--- config.mk ---
export PLATFORM = sky130hd
export DESIGN_NAME = fetch_queue
export DESIGN_NICKNAME = d
export VERILOG_FILES = /design/src/rtl/fetch_queue_pkg.sv /design/src/rtl/fetch_queue_mem.sv /design/src/rtl/fetch_queue.sv
export SDC_FILE = /design/constraint.sdc
export NUM_CORES = 1
export LEC_CHECK = 0
export CAP_MARGIN = 5
export CORE_MARGIN = 3
export CORE_UTILIZATION = 56
export CTS_BUF_LIST = sky130_fd_sc_hd__clkbuf_4 sky130_fd_sc_hd__clkbuf_8
export CTS_CLUSTER_DIAMETER = 50
export DETAILED_ROUTE_END_ITERATION = 16
export PLACE_DENSITY = 0.83
export SLEW_MARGIN = 0
export SYNTH_ARGS = -nofsm -noshare
export SYNTH_HDL_FRONTEND = slang
export SYNTH_SLANG_ARGS = --single-unit
--- constraint.sdc ---
create_clock -name clk -period 3.4 [get_ports clk]
set_clock_uncertainty 0.05 [all_clocks]
set_input_delay 0.68 -clock clk [delete_from_list [all_inputs] [get_ports clk]]
set_output_delay 0.68 -clock clk [all_outputs]
set_load 0.1 [all_outputs]
--- src/rtl/fetch_queue_pkg.sv ---
// Shared fetch/decode definitions: instruction packet layout and fetch error cause codes.
package fetch_queue_pkg;

    localparam int FQ_PKT_W = 81;

    localparam int FQ_BPTAKEN  = 0;
    localparam int FQ_BPTAG_LO = 1;
    localparam int FQ_BPTAG_HI = 16;
    localparam int FQ_INSN_LO  = 17;
    localparam int FQ_INSN_HI  = 48;
    localparam int FQ_ADDR_LO  = 49;
    localparam int FQ_ADDR_HI  = 79;
    localparam int FQ_ERR      = 80;

    // Cause codes carried alongside fetch_*_error so fetch and decode agree.
    localparam logic [3:0] ERR_IALIGN = 4'd0;
    localparam logic [3:0] ERR_IFAULT = 4'd1;

    function automatic logic [FQ_PKT_W-1:0] fq_pack(
        input logic        error,
        input logic [30:0] addr,
        input logic [31:0] insn,
        input logic [15:0] bptag,
        input logic        bptaken
    );
        logic [FQ_PKT_W-1:0] pkt;
        pkt = '0;
        pkt[FQ_ERR]                    = error;
        pkt[FQ_ADDR_HI:FQ_ADDR_LO]     = addr;
        pkt[FQ_INSN_HI:FQ_INSN_LO]     = insn;
        pkt[FQ_BPTAG_HI:FQ_BPTAG_LO]   = bptag;
        pkt[FQ_BPTAKEN]                = bptaken;
        return pkt;
    endfunction

endpackage

--- src/rtl/fetch_queue_mem.sv ---
// Packet storage for fetch_queue: one synchronous write port, one asynchronous read port.
module fetch_queue_mem
    import fetch_queue_pkg::*;
#(
    parameter  int DEPTH = 4,
    localparam int AW    = $clog2(DEPTH)
) (
    input  logic                clk,
    input  logic                we,
    input  logic [AW-1:0]       waddr,
    input  logic [FQ_PKT_W-1:0] wdata,
    input  logic [AW-1:0]       raddr,
    output logic [FQ_PKT_W-1:0] rdata
);

    logic [FQ_PKT_W-1:0] mem [DEPTH];

    always_ff @(posedge clk) begin
        if (we) begin
            mem[waddr] <= wdata;
        end
    end

    assign rdata = mem[raddr];

endmodule

--- src/rtl/fetch_queue.sv ---
// Fetch-to-decode instruction buffer with flush. Optional macro FETCHQ_BYPASS_EN lets a packet
// pass straight through an empty queue to a ready decoder in the same cycle.
module fetch_queue
    import fetch_queue_pkg::*;
#(
    parameter  int DEPTH = 4,
    localparam int AW    = $clog2(DEPTH)
) (
    input  logic          clk,
    input  logic          rst,
    input  logic          fetch_fq_valid,
    input  logic          fetch_fq_error,
    input  logic [30:0]   fetch_fq_addr,
    input  logic [31:0]   fetch_fq_insn,
    input  logic [15:0]   fetch_fq_bptag,
    input  logic          fetch_fq_bptaken,
    output logic          fq_stall,
    output logic          fetch_de_valid,
    output logic          fetch_de_error,
    output logic [30:0]   fetch_de_addr,
    output logic [31:0]   fetch_de_insn,
    output logic [15:0]   fetch_de_bptag,
    output logic          fetch_de_bptaken,
    input  logic          decode_stall,
    input  logic          rob_flush,
    output logic [AW:0]   fq_count
);

    localparam logic [AW:0] FULL_CNT = (AW+1)'(DEPTH);

    logic [AW-1:0]       hd;
    logic [AW-1:0]       tl;
    logic [AW:0]         cnt;
    logic                empty;
    logic                push;
    logic                pop;
    logic                bypass;
    logic [FQ_PKT_W-1:0] wr_pkt;
    logic [FQ_PKT_W-1:0] rd_pkt;
    logic [FQ_PKT_W-1:0] out_pkt;

    assign wr_pkt   = fq_pack(fetch_fq_error, fetch_fq_addr, fetch_fq_insn,
                              fetch_fq_bptag, fetch_fq_bptaken);
    assign empty    = (cnt == '0);
    assign fq_stall = (cnt == FULL_CNT);
    assign fq_count = cnt;

`ifdef FETCHQ_BYPASS_EN
    // A bypassed packet is consumed by decode directly and never occupies an entry.
    assign bypass         = empty & fetch_fq_valid & ~decode_stall & ~rob_flush;
    assign fetch_de_valid = ~rob_flush & (~empty | bypass);
    assign out_pkt        = bypass ? wr_pkt : rd_pkt;
`else
    assign bypass         = 1'b0;
    assign fetch_de_valid = ~empty;
    assign out_pkt        = rd_pkt;
`endif

    assign push = fetch_fq_valid & ~fq_stall & ~bypass;
    assign pop  = ~empty & ~decode_stall;

    assign fetch_de_error   = out_pkt[FQ_ERR];
    assign fetch_de_addr    = out_pkt[FQ_ADDR_HI:FQ_ADDR_LO];
    assign fetch_de_insn    = out_pkt[FQ_INSN_HI:FQ_INSN_LO];
    assign fetch_de_bptag   = out_pkt[FQ_BPTAG_HI:FQ_BPTAG_LO];
    assign fetch_de_bptaken = out_pkt[FQ_BPTAKEN];

    fetch_queue_mem #(.DEPTH(DEPTH)) u_mem (
        .clk   (clk),
        .we    (push),
        .waddr (tl),
        .wdata (wr_pkt),
        .raddr (hd),
        .rdata (rd_pkt)
    );

    // Flush drops any same-cycle push or pop; a write into the array is harmless since tl resets.
    always_ff @(posedge clk) begin
        if (rst || rob_flush) begin
            hd  <= '0;
            tl  <= '0;
            cnt <= '0;
        end else begin
            if (push) begin
                tl <= tl + AW'(1);
            end
            if (pop) begin
                hd <= hd + AW'(1);
            end
            case ({push, pop})
                2'b10:   cnt <= cnt + (AW+1)'(1);
                2'b01:   cnt <= cnt - (AW+1)'(1);
                default: cnt <= cnt;
            endcase
        end
    end

endmodule

# ---- Word-level counts from Yosys, hierarchy flattened
# Memory sizes are Yosys's and may differ from the RTL's. A register that Yosys moved wholly into a read port is not among the register bits.
# Cells that the tools add are included.
dict set report totals {
  elab_cells 24
  register_bits 7
  mem_bits_rw 324
  out_inout_bits 86
  memories 1
}
dict set report op_classes {
  n_reduce_logical 3
  eq_ne 3
  add_sub_neg 4
  n_bitwise 5
  mux 5
}
# memory words word_bits rd rd_ports_with_merged_regs write_ports line
set memory_table {}
lappend memory_table {u_mem.mem 4 81 1 1 1 fetch_queue_mem.sv:16} ;# logic [FQ_PKT_W-1:0] mem [DEPTH];
# operator count
set op_table {}
lappend op_table {{$pmux 3 s2} 1}
lappend op_table {{$add 2x1->2 const B} 2}
lappend op_table {{$mux 2} 2}
lappend op_table {{$add 3x1->3 const B} 1}
lappend op_table {{$eq 3x3->1 const B} 1}
lappend op_table {{$logic_not 3->1} 1}
lappend op_table {{$not 1->1} 3}
lappend op_table {{$sub 3x1->3 const B} 1}
lappend op_table {{$and 1x1->1} 2}
lappend op_table {{$eq 2x1->1 const B} 1}
lappend op_table {{$eq 2x2->1 const B} 1}
lappend op_table {{$mux 1} 2}
lappend op_table {{$reduce_bool 2->1} 1}
lappend op_table {{$logic_or 1x1->1} 1}

# ---- Longest topological paths before layout
dict set report depth {
  word_depth 5
  mapped_depth 10
  depth_no_buf 9
}

# ---- Cells and area by module
# A second synthesis with hierarchy kept.
dict set report hier_totals {
  cells_unflattened 471
  area_unflattened_um2 12164.2
}
# module area_per_inst_um2 cells_each n_inst
set modules_own_cells {}
lappend modules_own_cells {fetch_queue_mem 11800.1 427 1}
lappend modules_own_cells {fetch_queue 364.1 44 1}

# ---- Worst setup path before layout
# No wires, ideal clock.
dict set report synth_path {
  path_type {register -> register}
  from {register cnt[2], in the netlist fq_count[2]}
  to {register cnt[2], in the netlist fq_count[2]}
  path_stages_with_launch 11
  setup_time_ns 0.070
  setup_slack_ns 0.310
  arrival_ns 2.970
  n_path_buf 1
  cell_sequence {dfxtp_1 or3b_1 buf_6 and2_4 inv_1 ha_1 inv_1 fa_1 xor2_1 or3_2 a21oi_1}
}
dict set report synth_via {
  elab_chain_len 5
}
# item line
set synth_lines {}
lappend synth_lines {{start, declared} fetch_queue.sv:33} ;# logic [AW:0] cnt;
lappend synth_lines {{start signal, assigned} fetch_queue.sv:91} ;# 2'b10: cnt <= cnt + (AW+1)'(1);
lappend synth_lines {{start signal, assigned} fetch_queue.sv:92} ;# 2'b01: cnt <= cnt - (AW+1)'(1);
lappend synth_lines {{start signal, assigned} fetch_queue.sv:93} ;# default: cnt <= cnt;
lappend synth_lines {{$eq 3x3->1 / $logic_not 3->1 (equally long branches)} {fetch_queue.sv:45, fetch_queue.sv:44}}
lappend synth_lines {{$not 1->1 (on tied branches)} {fetch_queue.sv:59, fetch_queue.sv:60}}
lappend synth_lines {{$and 1x1->1 (on tied branches)} {fetch_queue.sv:59, fetch_queue.sv:60}}
lappend synth_lines {{$eq 2x1->1 / $eq 2x2->1 (equally long branches)} fetch_queue.sv:90} ;# case ({push, pop})
lappend synth_lines {{$pmux 3 s2 / $reduce_bool 2->1 (equally long branches)} -}
# Parallel ways exist; a longest one is shown, timed or not.
# A chain may end at the register's enable or synchronous reset.

==> flow_summary.toml <==
[sta]
final_hold_viol_count = 0
tightest_slew_ns = 0.6868
setup_ws_ns = 0.3269
slew_viol_final = 0
holdWs_ns = 0.4911
fin_tns_setup_ns = 0
grt_setup_unrepaired = "no"
post-route-period-util_pct = 90.39
min_period_ns = 3.073
fmax_ghz = 0.3254
setup_viol = 0
maxSlewHeadroom_pct = 54.21

[global_route]
grt_max_degree = 82
antenna_found_initial = 0
overflow = 0
grt_pass1_vias = 6070
grt_usage_pct = 19.02
grt_first_pass_wirelength_mm = 34.38

[layout]
fin_util_pct = 73.22
multiInputGateArea_mm2 = 0.002120
antenna_cells = 0
final_area_mm2 = 0.01549
seqCellArea_mm2 = 0.009917
layout.nets = 785
syn_to_final_growth_pct = 27.35
final_cells = 1001
drive_above_1_share_pct = 36.09
fillers = 1152

[drt]
vias = 5607
finalWirelength_mm = 22.20
drt_iter0_markers = 344
drc = 0
antenna_left = 0
first_pass_iters = 4
post_drt_wl_per_cell_um = 22.18
vias_per_cell = 5.601

[logic_synthesis]
synth_warnings = 0
ys_seq_area_share_pct = 81.47
yosysTopAreaCellShare_pct = 79.99
synth_ff_type = "edfxtp_1"
synth_top_area_cell = "edfxtp_1"
synth_edf_count = 324
ys_seq_elements = 333
netlist_top_cells_area = "edfxtp_1 (80%), mux4_2 (15%), dfxtp_1 (1.5%)"
synth-async-reset-ratio_pct = 0
synthCells = 480
syn_area_mm2 = 0.01216
synthDistinctLibCells = 28
synth_area_per_cell_um2 = 25.34
synth_fp_nets = 572

[hold_path]
min_delay_path_depth = 2
worstHoldStart = "hd[1]"
min_path_type = "register to register"

[floorplanning]
die_width_um = 153.4
die_h_um = 153.4
std_cell_rows = 53
fp.dieArea_mm2 = 0.02352
io_pins = 172
initial_core_util_pct = 57.50
core-area_mm2 = 0.02115

[clocking]
h-tree-depth = 2
cts-buffers-inserted = 49
cts.reportedPaths.clkPinSlew_ns = 0.06
clkLatencyLatePin_ns = 0.53
postCtsSetupBuffers = 0
cts_sinks = 333
root_buffer = "clkbuf_8"
clockBufferDepth = 3
cts-hold-fix-buffers = 0
cts_tree = "done"
cts.repair.resized = 0

[critical_path]
crit_fanout = 81
rr_worst_depth = 9
ff2ff_setup_slack_ns = 0.74
crit_type = "register to output pin"
worstPathRequired_ns = 2.67
end_kind = "output pin"
r2r_start = "fq_count[2]"
regToRegEndpoint = "fq_count[2]"
arrival_ns = 2.34
startpoint_type = "register"

[place]
placed_area_mm2 = 0.01458
hpwl_mm = 14.00
numPlacedInstances = 917
place_ws_ns = 0.4499
portBuffers = 171
gp_congestion = 0.7518

[power]
share_comb_of_total_power_pct = 13.2
clkPwrFrac_pct = 33.7
power_frac_seq_pct = 53.1
ir_drop_v = 0.0004531
leakagePower_nw = 5.091
switching_share_pct = 24.62
intPower_mw = 6.591
p_per_area_mw_per_mm2 = 564.4
switchingPower_mw = 2.152
totalPowerFinal_mw = 8.743

[outcome]
status = "finished clean"

[job]
cap_violations = 0
## layout make-up
cell class | instances | share of cell area, %
inverters | 8 | 0.1939
clock buffers | 71 | 5.501
well taps | 275 | 2.221
repair buffers | 182 | 13.99
clock inverters | 13 | 0.3877
multi-input cells | 119 | 13.68
flip-flops and latches | 333 | 64.02
## Yosys cell counts, drive strengths merged, types with 2 or more instances
library cell / number
edfxtp: 324
xor2: 2
a21oi: 6
o21ai: 3
clkbuf: 2
and3: 4
or3: 3
ha: 5
nor2: 5
mux4: 81
buf: 18
dfxtp: 9
inv: 8
## cell families (layout without fill, tap and decap cells)
group / after synthesis / count (layout) / synth area share, %
AOI/OAI and AO/OA: 11 / 11 / 0.5349
xor gates and xnor gates: 2 / 2 / 0.1440
adders and majority gates: 6 / 6 / 0.6789
buffers and inverters: 28 / 274 / 1.224
DFF: 333 / 333 / 81.47
muxes: 81 / 81 / 15.00
and+or+nand+nor: 19 / 19 / 0.9465
## worst max path at each step
stage,from,end,slack (ns),cells past startpoint
2_1_floorplan,fq_count[2],fq_count[2],0.31,10
3_3_place_gp,fetch_fq_valid,fq_count[2],0.53,9
3_5_place_dp,fetch_fq_valid,fq_count[2],0.45,9
4_1_cts,register,fetch_de_addr[9],0.29,3
5_1_grt,register,fetch_de_addr[9],0.19,3
6_report,register,fetch_de_addr[9],0.33,3
## critical path, cell delays in order (launching register included)
cell     delay [ns]
dfxtp_4        0.35
buf_12         0.47
mux4_2         0.61
buf_4          0.25
## cells in the final DEF (no fill, tap or decap), types with 5 or more instances in the layout
cell               n
buf_4             50
ha_1               5
clkbuf_4          20
dfxtp_1            7
inv_1              8
clkbuf_8          51
mux4_2            81
clkinv_1          10
buf_12            47
clkdlybuf4s50_1   85
nor2_1             5
a21oi_1            6
edfxtp_1         324
## metal layers
metal	GRT usage (%)	part of all wire [%]
met2	32.40	53
met5	0	0
met1	24.77	39
met4	5.845	2.4
met3	4.615	6.2
## sequential cells by signal, indices dropped and copies added, names as in the netlist, named ones only
register / count
hd: 2
u_mem.mem: 324
tl: 2
fq_count: 3
## power by group through the flow
stage               registers [mW]  logic [mW]  clock network (mW)
global placement              4.71        1.14                   0
CTS                           4.64        1.16                3.02
global route                  4.64        1.19                3.21
floorplan                     4.73       0.724                   0
detailed placement            4.72        1.16                   0
finish                        4.64        1.15                2.95
Note: power is estimated with default switching activity, not from simulation.
